`src/rtl/hazard_scoreboard_unit_pkg.sv`:
```
// Shared pipeline types for the hazard scoreboard:
// forward-select codes and mult/div occupancy states.
package hazard_scoreboard_unit_pkg;

  typedef enum logic [1:0] {
    FWD_NONE = 2'b00,
    FWD_WB   = 2'b01,
    FWD_MEM  = 2'b10
  } fwd_sel_e;

  typedef enum logic {
    IDLE = 1'b0,
    BUSY = 1'b1
  } md_state_e;

  // The memory stage holds the younger result, so it wins over writeback.
  function automatic fwd_sel_e fwd_pick(
    input logic hit_m,
    input logic hit_w
  );
    if (hit_m) return FWD_MEM;
    if (hit_w) return FWD_WB;
    return FWD_NONE;
  endfunction

endpackage

```
`src/rtl/hazard_scoreboard_unit_if.sv`:
```
// Pipeline-to-hazard-unit bundle: stage specifiers and
// controls in, stall/flush/forward selects out.
interface hazard_scoreboard_unit_if #(
  parameter int REG_AW = 5,
  parameter int CNT_W  = 16
);

  logic              BranchD;
  logic              MulDivD;
  logic              HiLoRdD;
  logic [REG_AW-1:0] RsD;
  logic [REG_AW-1:0] RtD;
  logic [REG_AW-1:0] RsE;
  logic [REG_AW-1:0] RtE;
  logic [REG_AW-1:0] WriteRegE;
  logic [REG_AW-1:0] WriteRegM;
  logic [REG_AW-1:0] WriteRegW;
  logic              RegWriteE;
  logic              RegWriteM;
  logic              RegWriteW;
  logic              MemtoRegE;
  logic              MemtoRegM;

  logic              StallF;
  logic              StallD;
  logic              FlushE;
  logic              ForwardAD;
  logic              ForwardBD;
  logic [1:0]        ForwardAE;
  logic [1:0]        ForwardBE;
  logic              MdBusy;
  logic [CNT_W-1:0]  StallCnt;

  modport master (
    output BranchD, MulDivD, HiLoRdD,
    output RsD, RtD, RsE, RtE,
    output WriteRegE, WriteRegM, WriteRegW,
    output RegWriteE, RegWriteM, RegWriteW,
    output MemtoRegE, MemtoRegM,
    input  StallF, StallD, FlushE,
    input  ForwardAD, ForwardBD,
    input  ForwardAE, ForwardBE,
    input  MdBusy, StallCnt
  );

  modport slave (
    input  BranchD, MulDivD, HiLoRdD,
    input  RsD, RtD, RsE, RtE,
    input  WriteRegE, WriteRegM, WriteRegW,
    input  RegWriteE, RegWriteM, RegWriteW,
    input  MemtoRegE, MemtoRegM,
    output StallF, StallD, FlushE,
    output ForwardAD, ForwardBD,
    output ForwardAE, ForwardBE,
    output MdBusy, StallCnt
  );

endinterface

```
`src/rtl/hazard_scoreboard_unit_md_busy_tracker.sv`:
```
// Mult/div occupancy tracker: busy for MD_LAT-1 cycles
// after each accepted issue.
module md_busy_tracker
  import hazard_scoreboard_unit_pkg::*;
#(
  parameter int MD_LAT = 4
) (
  input  logic clk,
  input  logic rst,
  input  logic issue,
  output logic busy
);

  localparam int CW = $clog2(MD_LAT);

  md_state_e         state_q;
  md_state_e         state_d;
  logic [CW-1:0]     cnt_q;
  logic [CW-1:0]     cnt_d;

  always_ff @(posedge clk or negedge rst) begin
    if (!rst) begin
      state_q <= IDLE;
      cnt_q   <= '0;
    end else begin
      state_q <= state_d;
      cnt_q   <= cnt_d;
    end
  end

  // Issues seen while BUSY are ignored; the hazard logic stalls them.
  always_comb begin
    state_d = state_q;
    cnt_d   = cnt_q;
    unique case (state_q)
      IDLE: begin
        if (issue) begin
          state_d = BUSY;
          cnt_d   = CW'(MD_LAT - 1);
        end
      end
      BUSY: begin
        if (cnt_q == CW'(1)) begin
          state_d = IDLE;
          cnt_d   = '0;
        end else begin
          cnt_d   = cnt_q - 1'b1;
        end
      end
      default: begin
        state_d = IDLE;
        cnt_d   = '0;
      end
    endcase
  end

  assign busy = (state_q == BUSY);

endmodule

```
`src/rtl/hazard_scoreboard_unit.sv`:
```
// Hazard unit: forwarding selects, load/branch/mult-div
// stall detection and a saturating stall-cycle counter.
module hazard_scoreboard_unit
  import hazard_scoreboard_unit_pkg::*;
#(
  parameter int REG_AW = 5,
  parameter int MD_LAT = 4,
  parameter int CNT_W  = 16
) (
  input logic                   clk,
  input logic                   rst,
  hazard_scoreboard_unit_if.slave hz
);

  logic             rs_e_m;
  logic             rs_e_w;
  logic             rt_e_m;
  logic             rt_e_w;
  fwd_sel_e         fwd_ae;
  fwd_sel_e         fwd_be;

  logic             e_hit;
  logic             m_hit;
  logic             lwstall;
  logic             branchstall;
  logic             mdstall;
  logic             stall;

  logic             md_busy;
  logic             md_issue;

  logic [CNT_W-1:0] cnt_q;
  logic [CNT_W-1:0] cnt_d;

  assign rs_e_m = (hz.RsE != '0) && (hz.RsE == hz.WriteRegM)
                  && hz.RegWriteM;
  assign rs_e_w = (hz.RsE != '0) && (hz.RsE == hz.WriteRegW)
                  && hz.RegWriteW;
  assign rt_e_m = (hz.RtE != '0) && (hz.RtE == hz.WriteRegM)
                  && hz.RegWriteM;
  assign rt_e_w = (hz.RtE != '0) && (hz.RtE == hz.WriteRegW)
                  && hz.RegWriteW;

  assign fwd_ae = fwd_pick(rs_e_m, rs_e_w);
  assign fwd_be = fwd_pick(rt_e_m, rt_e_w);

  assign hz.ForwardAE = fwd_ae;
  assign hz.ForwardBE = fwd_be;

  assign hz.ForwardAD = (hz.RsD != '0) && (hz.RsD == hz.WriteRegM)
                        && hz.RegWriteM;
  assign hz.ForwardBD = (hz.RtD != '0) && (hz.RtD == hz.WriteRegM)
                        && hz.RegWriteM;

  assign lwstall = hz.MemtoRegE && (hz.RtE != '0)
                   && ((hz.RsD == hz.RtE) || (hz.RtD == hz.RtE));

  assign e_hit = hz.RegWriteE && (hz.WriteRegE != '0)
                 && ((hz.WriteRegE == hz.RsD)
                  || (hz.WriteRegE == hz.RtD));
  assign m_hit = hz.MemtoRegM && (hz.WriteRegM != '0)
                 && ((hz.WriteRegM == hz.RsD)
                  || (hz.WriteRegM == hz.RtD));

  assign branchstall = hz.BranchD && (e_hit || m_hit);
  assign mdstall     = md_busy && (hz.MulDivD || hz.HiLoRdD);

  // Stall requests are masked while reset is held.
  assign stall = rst && (lwstall || branchstall || mdstall);

  assign hz.StallF = stall;
  assign hz.StallD = stall;
  assign hz.FlushE = stall;

  assign md_issue = hz.MulDivD && !stall;

  md_busy_tracker #(
    .MD_LAT (MD_LAT)
  ) u_md_busy_tracker (
    .clk   (clk),
    .rst   (rst),
    .issue (md_issue),
    .busy  (md_busy)
  );

  assign hz.MdBusy = md_busy;

  always_comb begin
    cnt_d = cnt_q;
    if (stall && (cnt_q != '1)) cnt_d = cnt_q + 1'b1;
  end

  always_ff @(posedge clk or negedge rst) begin
    if (!rst) cnt_q <= '0;
    else      cnt_q <= cnt_d;
  end

  assign hz.StallCnt = cnt_q;

endmodule

```
`src/flat_wrapper.sv`:
```
// flat-port wrapper written by rule: the top's interface ports become plain ports
module hazard_scoreboard_unit_flat import hazard_scoreboard_unit_pkg::*;
#(
  parameter int REG_AW = 5,
  parameter int MD_LAT = 4,
  parameter int CNT_W  = 16
)
  (clk, rst, hz_BranchD, hz_MulDivD, hz_HiLoRdD, hz_RsD, hz_RtD, hz_RsE, hz_RtE, hz_WriteRegE, hz_WriteRegM, hz_WriteRegW, hz_RegWriteE, hz_RegWriteM, hz_RegWriteW, hz_MemtoRegE, hz_MemtoRegM, hz_StallF, hz_StallD, hz_FlushE, hz_ForwardAD, hz_ForwardBD, hz_ForwardAE, hz_ForwardBE, hz_MdBusy, hz_StallCnt);
  hazard_scoreboard_unit_if #(.REG_AW(REG_AW), .CNT_W(CNT_W)) hz_i ();
  input logic clk;
  input logic rst;
  input wire logic [$bits(hz_i.BranchD)-1:0] hz_BranchD;
  input wire logic [$bits(hz_i.MulDivD)-1:0] hz_MulDivD;
  input wire logic [$bits(hz_i.HiLoRdD)-1:0] hz_HiLoRdD;
  input wire logic [$bits(hz_i.RsD)-1:0] hz_RsD;
  input wire logic [$bits(hz_i.RtD)-1:0] hz_RtD;
  input wire logic [$bits(hz_i.RsE)-1:0] hz_RsE;
  input wire logic [$bits(hz_i.RtE)-1:0] hz_RtE;
  input wire logic [$bits(hz_i.WriteRegE)-1:0] hz_WriteRegE;
  input wire logic [$bits(hz_i.WriteRegM)-1:0] hz_WriteRegM;
  input wire logic [$bits(hz_i.WriteRegW)-1:0] hz_WriteRegW;
  input wire logic [$bits(hz_i.RegWriteE)-1:0] hz_RegWriteE;
  input wire logic [$bits(hz_i.RegWriteM)-1:0] hz_RegWriteM;
  input wire logic [$bits(hz_i.RegWriteW)-1:0] hz_RegWriteW;
  input wire logic [$bits(hz_i.MemtoRegE)-1:0] hz_MemtoRegE;
  input wire logic [$bits(hz_i.MemtoRegM)-1:0] hz_MemtoRegM;
  output wire logic [$bits(hz_i.StallF)-1:0] hz_StallF;
  output wire logic [$bits(hz_i.StallD)-1:0] hz_StallD;
  output wire logic [$bits(hz_i.FlushE)-1:0] hz_FlushE;
  output wire logic [$bits(hz_i.ForwardAD)-1:0] hz_ForwardAD;
  output wire logic [$bits(hz_i.ForwardBD)-1:0] hz_ForwardBD;
  output wire logic [$bits(hz_i.ForwardAE)-1:0] hz_ForwardAE;
  output wire logic [$bits(hz_i.ForwardBE)-1:0] hz_ForwardBE;
  output wire logic [$bits(hz_i.MdBusy)-1:0] hz_MdBusy;
  output wire logic [$bits(hz_i.StallCnt)-1:0] hz_StallCnt;
  assign hz_i.BranchD = hz_BranchD;
  assign hz_i.MulDivD = hz_MulDivD;
  assign hz_i.HiLoRdD = hz_HiLoRdD;
  assign hz_i.RsD = hz_RsD;
  assign hz_i.RtD = hz_RtD;
  assign hz_i.RsE = hz_RsE;
  assign hz_i.RtE = hz_RtE;
  assign hz_i.WriteRegE = hz_WriteRegE;
  assign hz_i.WriteRegM = hz_WriteRegM;
  assign hz_i.WriteRegW = hz_WriteRegW;
  assign hz_i.RegWriteE = hz_RegWriteE;
  assign hz_i.RegWriteM = hz_RegWriteM;
  assign hz_i.RegWriteW = hz_RegWriteW;
  assign hz_i.MemtoRegE = hz_MemtoRegE;
  assign hz_i.MemtoRegM = hz_MemtoRegM;
  assign hz_StallF = hz_i.StallF;
  assign hz_StallD = hz_i.StallD;
  assign hz_FlushE = hz_i.FlushE;
  assign hz_ForwardAD = hz_i.ForwardAD;
  assign hz_ForwardBD = hz_i.ForwardBD;
  assign hz_ForwardAE = hz_i.ForwardAE;
  assign hz_ForwardBE = hz_i.ForwardBE;
  assign hz_MdBusy = hz_i.MdBusy;
  assign hz_StallCnt = hz_i.StallCnt;
  hazard_scoreboard_unit #(.REG_AW(REG_AW), .MD_LAT(MD_LAT), .CNT_W(CNT_W)) u_core (.clk(clk), .rst(rst), .hz(hz_i));
endmodule
```
`config.mk`:
```
export PLATFORM = sky130hd
export DESIGN_NAME = hazard_scoreboard_unit_flat
export DESIGN_NICKNAME = d
export VERILOG_FILES = /design/src/rtl/hazard_scoreboard_unit_pkg.sv /design/src/rtl/hazard_scoreboard_unit_if.sv /design/src/rtl/hazard_scoreboard_unit_md_busy_tracker.sv /design/src/rtl/hazard_scoreboard_unit.sv /design/src/flat_wrapper.sv
export SDC_FILE = /design/constraint.sdc
export NUM_CORES = 1
export LEC_CHECK = 0
export ABC_AREA = 1
export CAP_MARGIN = 10
export CELL_PAD_IN_SITES_DETAIL_PLACEMENT = 1
export CELL_PAD_IN_SITES_GLOBAL_PLACEMENT = 2
export CORE_MARGIN = 1
export CORE_UTILIZATION = 21
export CTS_CLUSTER_DIAMETER = 30
export CTS_CLUSTER_SIZE = 8
export DETAILED_ROUTE_END_ITERATION = 6
export PLACE_DENSITY_LB_ADDON = 0.05
export RECOVER_POWER = 100
export SETUP_SLACK_MARGIN = 0.15
export SLEW_MARGIN = 20
export SYNTH_ARGS = -nofsm -noshare
export SYNTH_HDL_FRONTEND = slang
export SYNTH_SLANG_ARGS = --single-unit
```
`constraint.sdc`:
```
create_clock -name clk -period 2.6 [get_ports clk]
set_input_delay 0.78 -clock clk [delete_from_list [all_inputs] [get_ports clk]]
set_output_delay 0.78 -clock clk [all_outputs]
set_load 0.1 [all_outputs]
```
==> results of run 1 <==
logic make-up after synthesis:
group	Yosys count	share of synthesized area
AND/OR/NAND/NOR	208	0.444
buffers and inverters	47	0.105
XOR/XNOR	32	0.140
flip-flops	19	0.237
AO/OA/AOI/OAI	18	0.0611
adder cells (fa/ha/maj)	2	0.0125
Yosys cell counts, types with 2 or more instances:
cell | count | area (um^2)
nand2_1 | 124 | 465
nand3_1 | 30 | 150
nor2_1 | 30 | 113
inv_1 | 28 | 105
dfrtp_1 | 19 | 475
xor2_1 | 18 | 158
xnor2_1 | 14 | 123
inv_2 | 9 | 33.8
nor4_1 | 6 | 37.5
buf_4 | 5 | 37.5
nor3_1 | 5 | 25.0
o21ai_0 | 5 | 25.0
nand4_1 | 4 | 25.0
o2111ai_1 | 4 | 35.0
buf_2 | 3 | 15.0
o22ai_1 | 3 | 18.8
or2_2 | 3 | 18.8
a211oi_1 | 2 | 15.0
ha_1 | 2 | 25.0
nand2_4 | 2 | 22.5
metal layers:
layer	vias up	wire length (um)
li1	1282	-
met4	0	12
met3	2	261
met1	1123	3990
met5	-	0
met2	45	3580
power by group:
| part | internal (mW) | switching, mW |
|---|---|---|
| clock | 0.109 | 0.123 |
| sequential | 0.356 | 0.0627 |
| combinational | 0.342 | 0.733 |
through the flow:
step | power (mW) | hold WS [ns]
after detailed placement | 1.49 | 0.513
final | 1.73 | 0.532
after global routing | 1.83 | 0.567
after CTS | 1.76 | 0.540
after global placement | 1.47 | 0.502
after floorplan | 1.16 | 0.477
final cells by class:
type                            count  area (um^2)
Sequential cell                    19          479
Fill cell                        1153         5680
Tap cell                          129          161
Timing Repair Buffer              125         1120
Clock inverter                      1         7.51
Multi-Input combinational cell    260         1570
Inverter                           38          180
Clock buffer                        3         41.3
sequential cells by signal, indices dropped and copies added (netlist names):
register,count
u_core.u_md_busy_tracker.busy,1
u_core.u_md_busy_tracker.cnt_q,2
u_core.hz.StallCnt,16
critical path: stages:
cell and delay, ns:
clkdlybuf4s50_1 0.48, nor2_1 0.04, nor2_1 0.19, a21oi_2 0.07, nand2_2 0.10, nand2_4 0.07
inv_8 0.08, buf_12 0.17
worst paths after layout:
check,from,end,slack (ns),depth (start not counted)
setup / recovery,hz_MulDivD,hz_StallF,-0.16,8
hold / removal,u_core.u_md_busy_tracker.cnt_q[0]$_DFFE_PN0P_,u_core.u_md_busy_tracker.cnt_q[0]$_DFFE_PN0P_,0.53,2
setup reg to reg,u_core.hz.StallCnt[1]$_DFFE_PN0P_,u_core.hz.StallCnt[2]$_DFFE_PN0P_,0.49,9
hold reg to reg,u_core.u_md_busy_tracker.cnt_q[0]$_DFFE_PN0P_,u_core.u_md_busy_tracker.cnt_q[0]$_DFFE_PN0P_,0.53,2
max in group asynchronous,rst,u_core.u_md_busy_tracker.busy$_DFF_PN0_,1.37,2
min in group asynchronous,rst,u_core.hz.StallCnt[15]$_DFFE_PN0P_,1.00,2
what timing repair did:
action,CTS,global route
cloned,0,0
buffers inserted,10,0
resized for setup,187,43
endpoints found under the setup margin,27,25
pin swaps,34,22
==> results by group, run 1 <==
Outcome
  • Status: finished, violations left
  • Failing checks: negative setup slack

Route
  • Detailed Routing Iterations Pass 1: 4
  • Post-DRT Antenna Nets: 0
  • Vias/cell: roughly 4.3
  • Vias: 2452
  • Wirelength, routed: ~7800 um
  • DR WL/cell: 13.6 um
  • Drt initial violations: 49
  • DR DRC count: 0

Worst setup path
  • Critical path endpoint category: primary output
  • Crit start category: input pin
  • Data arrival, critical path: 1.98 ns
  • Crit Path Category: in -> out
  • Critical Path RT: ~1.8 ns
  • Worst-path maximum fanout: 4

Logic synthesis
  • Avg Inst Size Synth: a little over 6 um^2
  • Synthesized cell area: 2010 um^2
  • Ys async rst share: 1.00
  • Synth Register Bits: 19
  • Post-Syn Instances: 326
  • Synth warnings: 0
  • Post-synth EDFFs: 0
  • Distinct cells, synth: 30
  • Seq/Total Area, Yosys: 0.237
  • Main flop type after synthesis: dfrtp_1
  • Synth Net Count: 373

Layout
  • Fin util: 0.385
  • Post-Layout Cell Count: 575
  • Ant diodes: 0
  • Layout cells sized above 1: 0.419
  • Non-Filler Cell Area, Final: 3560 um^2
  • Layout Area Growth over Synthesis: 77.5%
  • Commonest non-fill, non-tap cell in the layout: nand2_1
  • Commonest non-fill, non-tap cells in the layout: nand2_1 (114), buf_4 (49), nand3_1 (29)
  • Nets: between 400 and 500

STA
  • Minimum clock period: 2.76 ns
  • Total negative slack: -0.894 ns
  • Final count of hold timing violations: 0
  • Final Cycle Share: 1.06
  • Rel. slew slack: 0.231
  • Clk_skew: roughly 0.0032 ns
  • Max-slew violations: 0
  • Final worst setup slack: -0.163 ns
  • Worst slew pin tran: around 1.2 ns
  • Final setup fails: 9
  • Achievable Freq: 362 MHz
  • RSZ-0062 raised after global routing: true

Global route
  • Most Crowded Layer GR: met2
  • GRT met2 Usage: 0.274
  • GR met1 Demand/Resource: 0.235
  • GRT overflow: 0
  • First-pass GRT wire length: 12900 um
  • Initial antenna violation count: 0
  • GRT Overall Usage: 0.166
  • M3 GR Usage: 0.0239
  • Vias in the first global route: 2521
  • Largest net degree at the start of global routing: 20

Floorplan
  • Core ar.: 9240 um^2
  • Area of the die: between 9000 and 10000 um^2
  • I/O pin cnt: 71
  • Die Wd: 99.7 um
  • Row count: 35
  • Initial Util: 0.217
  • Die span in y: between 90 and 100 um

Placement
  • Port bufs: 70
  • RePlAce Congestion: 0.773
  • Placed cells: 561
  • Post-DP Area: 3340 um^2
  • DP Worst Slack: -0.707 ns
  • DP HPWL: 6330 um

CTS
  • CTS tree: built
  • Clk slew on worst S/H paths: ~0.080 ns
  • CTS H-tree depth: 1
  • Worst-skew pair later-pin latency: between 0.2 and 0.3 ns
  • Total CTS buffers: 3
  • Root buf cell: clkbuf_8
  • CTS Hold Bufs: 0
  • CTS Buffer Depth: 2
  • CTS sink count: 19

Power
  • PD cells: 485 nW/um^2
  • Worst VDD drop: 537 uV
  • Leak pwr: 1.77 nW

Min path
  • Worst min-delay path class: reg -> reg

Job
  • Max-cap viol count: 0
Note: power is estimated with default switching activity, not from simulation.
==> run 2: changes to the inputs <==
- CTS_CLUSTER_SIZE: 8 -> 28
==> results of run 2 <==
Same layout as run 1: the final DEF is identical, and so are final timing and power.
==> run 3: changes to the inputs <==
- SYNTH_HIERARCHICAL: default -> 1
==> results by group, run 3 <==
CTS
  • Root buf cell: clkbuf_8
  • Clk slew on worst S/H paths: 0.08 ns (about the same)
  • CTS tree: built
  • Total CTS buffers: 3 (unchanged)
  • CTS H-tree depth: 1 (unchanged)
  • CTS sink count: 19 (unchanged)
  • Worst-skew pair later-pin latency: 0.26 ns (about the same)
  • CTS Hold Bufs: 0 (unchanged)
  • CTS Buffer Depth: 2 (unchanged)

Floorplan
  • Initial Util: 0.221 (+0.00407)
  • I/O pin cnt: 71 (unchanged)
  • Core ar.: 9420 um^2 (+1.9%)
  • Area of the die: 10300 um^2 (+3.7%)
  • Die Wd: 102 um (+1.8%)
  • Die span in y: 102 um (+1.8%)
  • Row count: 35 (unchanged)

Route
  • Drt initial violations: 49 (unchanged)
  • Detailed Routing Iterations Pass 1: 4 (unchanged)
  • DR DRC count: 0 (unchanged)
  • Post-DRT Antenna Nets: 0 (unchanged)
  • DR WL/cell: 13.5 um (-0.91%)
  • Vias/cell: 4.27 (+0.22%)
  • Vias: 2513 (+2.5%)
  • Wirelength, routed: 7950 um (+1.3%)

Worst setup path
  • Crit path buf inv count: 3 (unchanged)
  • Crit start category: input pin
  • Top Family by Delay on Critical Path: simple AND/OR/NAND/NOR gates
  • Worst-path maximum fanout: 4 (unchanged)
  • Max incr delay on CP: 0.29 ns (-0.19 ns)
  • Crit path cell chain: buf_6 -> buf_6 -> nand2_2 -> nand2_2 -> nor2_4 -> nand3_2 -> nand2_1 -> nand2_1 -> nand2_2 -> nand2_4 -> a21boi_4 -> buf_12
  • Worst path slowest cell: a21boi_4
  • Critical path endpoint category: primary output
  • Critical Path RT: 1.82 ns (about the same)
  • Most used cell, CP: nand2_2
  • Crit Path Category: in -> out
  • Data arrival, critical path: 2.12 ns (+0.14 ns)

Layout
  • Commonest non-fill, non-tap cells in the layout: nand2_1 (95), buf_4 (54), buf_6 (28)
  • Layout Area Growth over Synthesis: 78.5%
  • Fin util: 0.395 (+0.00944)
  • Ant diodes: 0 (unchanged)
  • Nets: 507 (+2.6%)
  • Largest register FFs: 16 (unchanged)
  • Layout cells sized above 1: 0.442 (+0.0230)
  • Commonest non-fill, non-tap cell in the layout: nand2_1

Power
  • Leak pwr: 1.90 nW (+6.9%)
  • Worst VDD drop: 521 uV (-3.1%)
  • Power Total: 1.76 mW (+2.1%)
  • PD cells: 474 nW/um^2 (-2.2%)

Logic synthesis
  • Synthesized cell area: 2080 um^2 (+3.8%)
  • Count leader, synth: nand2_1
  • Post-Syn Instances: 328 (+0.61%)
  • Synth Register Bits: 19 (unchanged)
  • Distinct cells, synth: 36 (+20%)
  • Synth top area share: 0.228 (-0.00869)
  • Post-synth EDFFs: 0 (unchanged)
  • Main flop type after synthesis: dfrtp_1
  • Cell taking the most area after synthesis: dfrtp_1
  • Post-synth top cells: nand2_1 (112), inv_1 (37), nor2_1 (28)
  • Ys async rst share: 1.00 (unchanged)
  • Synth Net Count: 375 (+0.54%)
  • Synth warnings: 6 (+6)
  • Avg Inst Size Synth: 6.35 um^2 (+3.2%)
  • Area contributors post-synth: dfrtp_1 (23%), nand2_1 (20%), xor2_1 (10%)
  • Seq/Total Area, Yosys: 0.228 (-0.00869)

Outcome
  • Status: finished, violations left
  • Failing checks: negative setup slack

Placement
  • DP HPWL: 6410 um (+1.3%)
  • Port bufs: 70 (unchanged)
  • RePlAce Congestion: 0.822 (+6.3%)

STA
  • Clk_skew: 0.00259 ns (-0.000618 ns)
  • Rel. slew slack: 0.408 (+0.177)
  • Final Cycle Share: 1.12 (+0.0530)
  • Final setup fails: 9 (unchanged)
  • Achievable Freq: 345 MHz (-4.8%)
  • RSZ-0062 raised after global routing: true
  • Worst slew pin tran: 0.887 ns (-0.271 ns)
  • Final count of hold timing violations: 0 (unchanged)
  • Final worst setup slack: -0.301 ns (-0.138 ns)
  • Minimum clock period: 2.90 ns (+0.138 ns)
  • Max-slew violations: 0 (unchanged)

Global route
  • Largest net degree at the start of global routing: 37 (+85%)
  • GRT Overall Usage: 0.161 (-0.00467)
  • Initial antenna violation count: 0 (unchanged)
  • Vias in the first global route: 2574 (+2.1%)
  • GRT overflow: 0 (unchanged)
  • First-pass GRT wire length: 13000 um (+0.53%)

Min path
  • Worst min-delay path class: reg -> reg

Job
  • Max-cap viol count: 0 (unchanged)
run 3: cell type report:
class,count,area [um^2]
fill,1210,5700
tap,129,161
inverter,44,170
timing repair buffer,140,1260
multi-input combinational,252,1600
clock buffer,4,45.0
sequential,19,478
run 3: tightest hold or removal path: cells and delay by family (launching register included):
kind	cells	cell delay [ns]
DFF	1	0.39
and+or+nand+nor	2	0.11
run 3: logic make-up (layout without fill, tap and decap cells):
logic type,Yosys count,count (layout),synth area share
buffers and inverters,57,188,0.117
adder cells (fa/ha/maj),2,2,0.0120
XOR/XNOR,34,34,0.143
AND/OR/NAND/NOR,196,196,0.434
AO/OA/AOI/OAI,20,20,0.0649
flip-flops,19,19,0.228
run 3: timing repair:
item / CTS / global route
buffers inserted: 8 / 5
endpoints found under the setup margin: 28 / 9
pin swaps: 45 / 27
gates resized for setup: 175 / 46
hold endpoints to repair: 0 / 0
run 3: layer usage:
layer  wire [um]  up-vias  part of all wire  GRT usage
met4           9        0            0.0011    0.00669
met3         205        2             0.026     0.0221
met2        3550       40              0.45      0.260
li1            -     1314                 -          -
met5           0        -                 0          0
met1        4180     1157              0.53      0.238
run 3: power breakdown:
group	switching (mW)	leakage (nW)	internal (mW)
Sequential	0.0679	0.249	0.356
Combinational	0.756	1.63	0.366
Clock	0.106	0.0228	0.109
Total	0.931	1.90	0.832
run 3: worst paths after layout:
kind / from / endpoint / slack, ns / cells past startpoint
setup / recovery: hz_RtD[3] / hz_FlushE / -0.30 / 12
hold / removal: u_core/hz.StallCnt[1]$_DFFE_PN0P_ / u_core/hz.StallCnt[1]$_DFFE_PN0P_ / 0.53 / 2
setup reg to reg: u_core/hz.StallCnt[0]$_DFFE_PN0P_ / u_core/hz.StallCnt[7]$_DFFE_PN0P_ / 0.56 / 9
hold reg to reg: u_core/hz.StallCnt[1]$_DFFE_PN0P_ / u_core/hz.StallCnt[1]$_DFFE_PN0P_ / 0.53 / 2
max in group asynchronous: rst / u_core/hz.StallCnt[0]$_DFFE_PN0P_ / 0.78 / 2
min in group asynchronous: rst / u_core/hz.StallCnt[15]$_DFFE_PN0P_ / 1.21 / 2
run 3: metrics by stage:
stage	instance area, um^2	hold WS [ns]	worst slack (ns)	std cells	setup TNS [ns]
CTS	3620	0.538	-0.290	583	-2.02
floorplan	2250	0.484	-0.562	328	-2.41
global route	3720	0.565	-0.381	588	-3.05
detailed placement	3440	0.517	-0.810	571	-11.18
global placement	3440	0.504	-0.809	571	-11.35
finish	3720	0.531	-0.301	588	-2.05
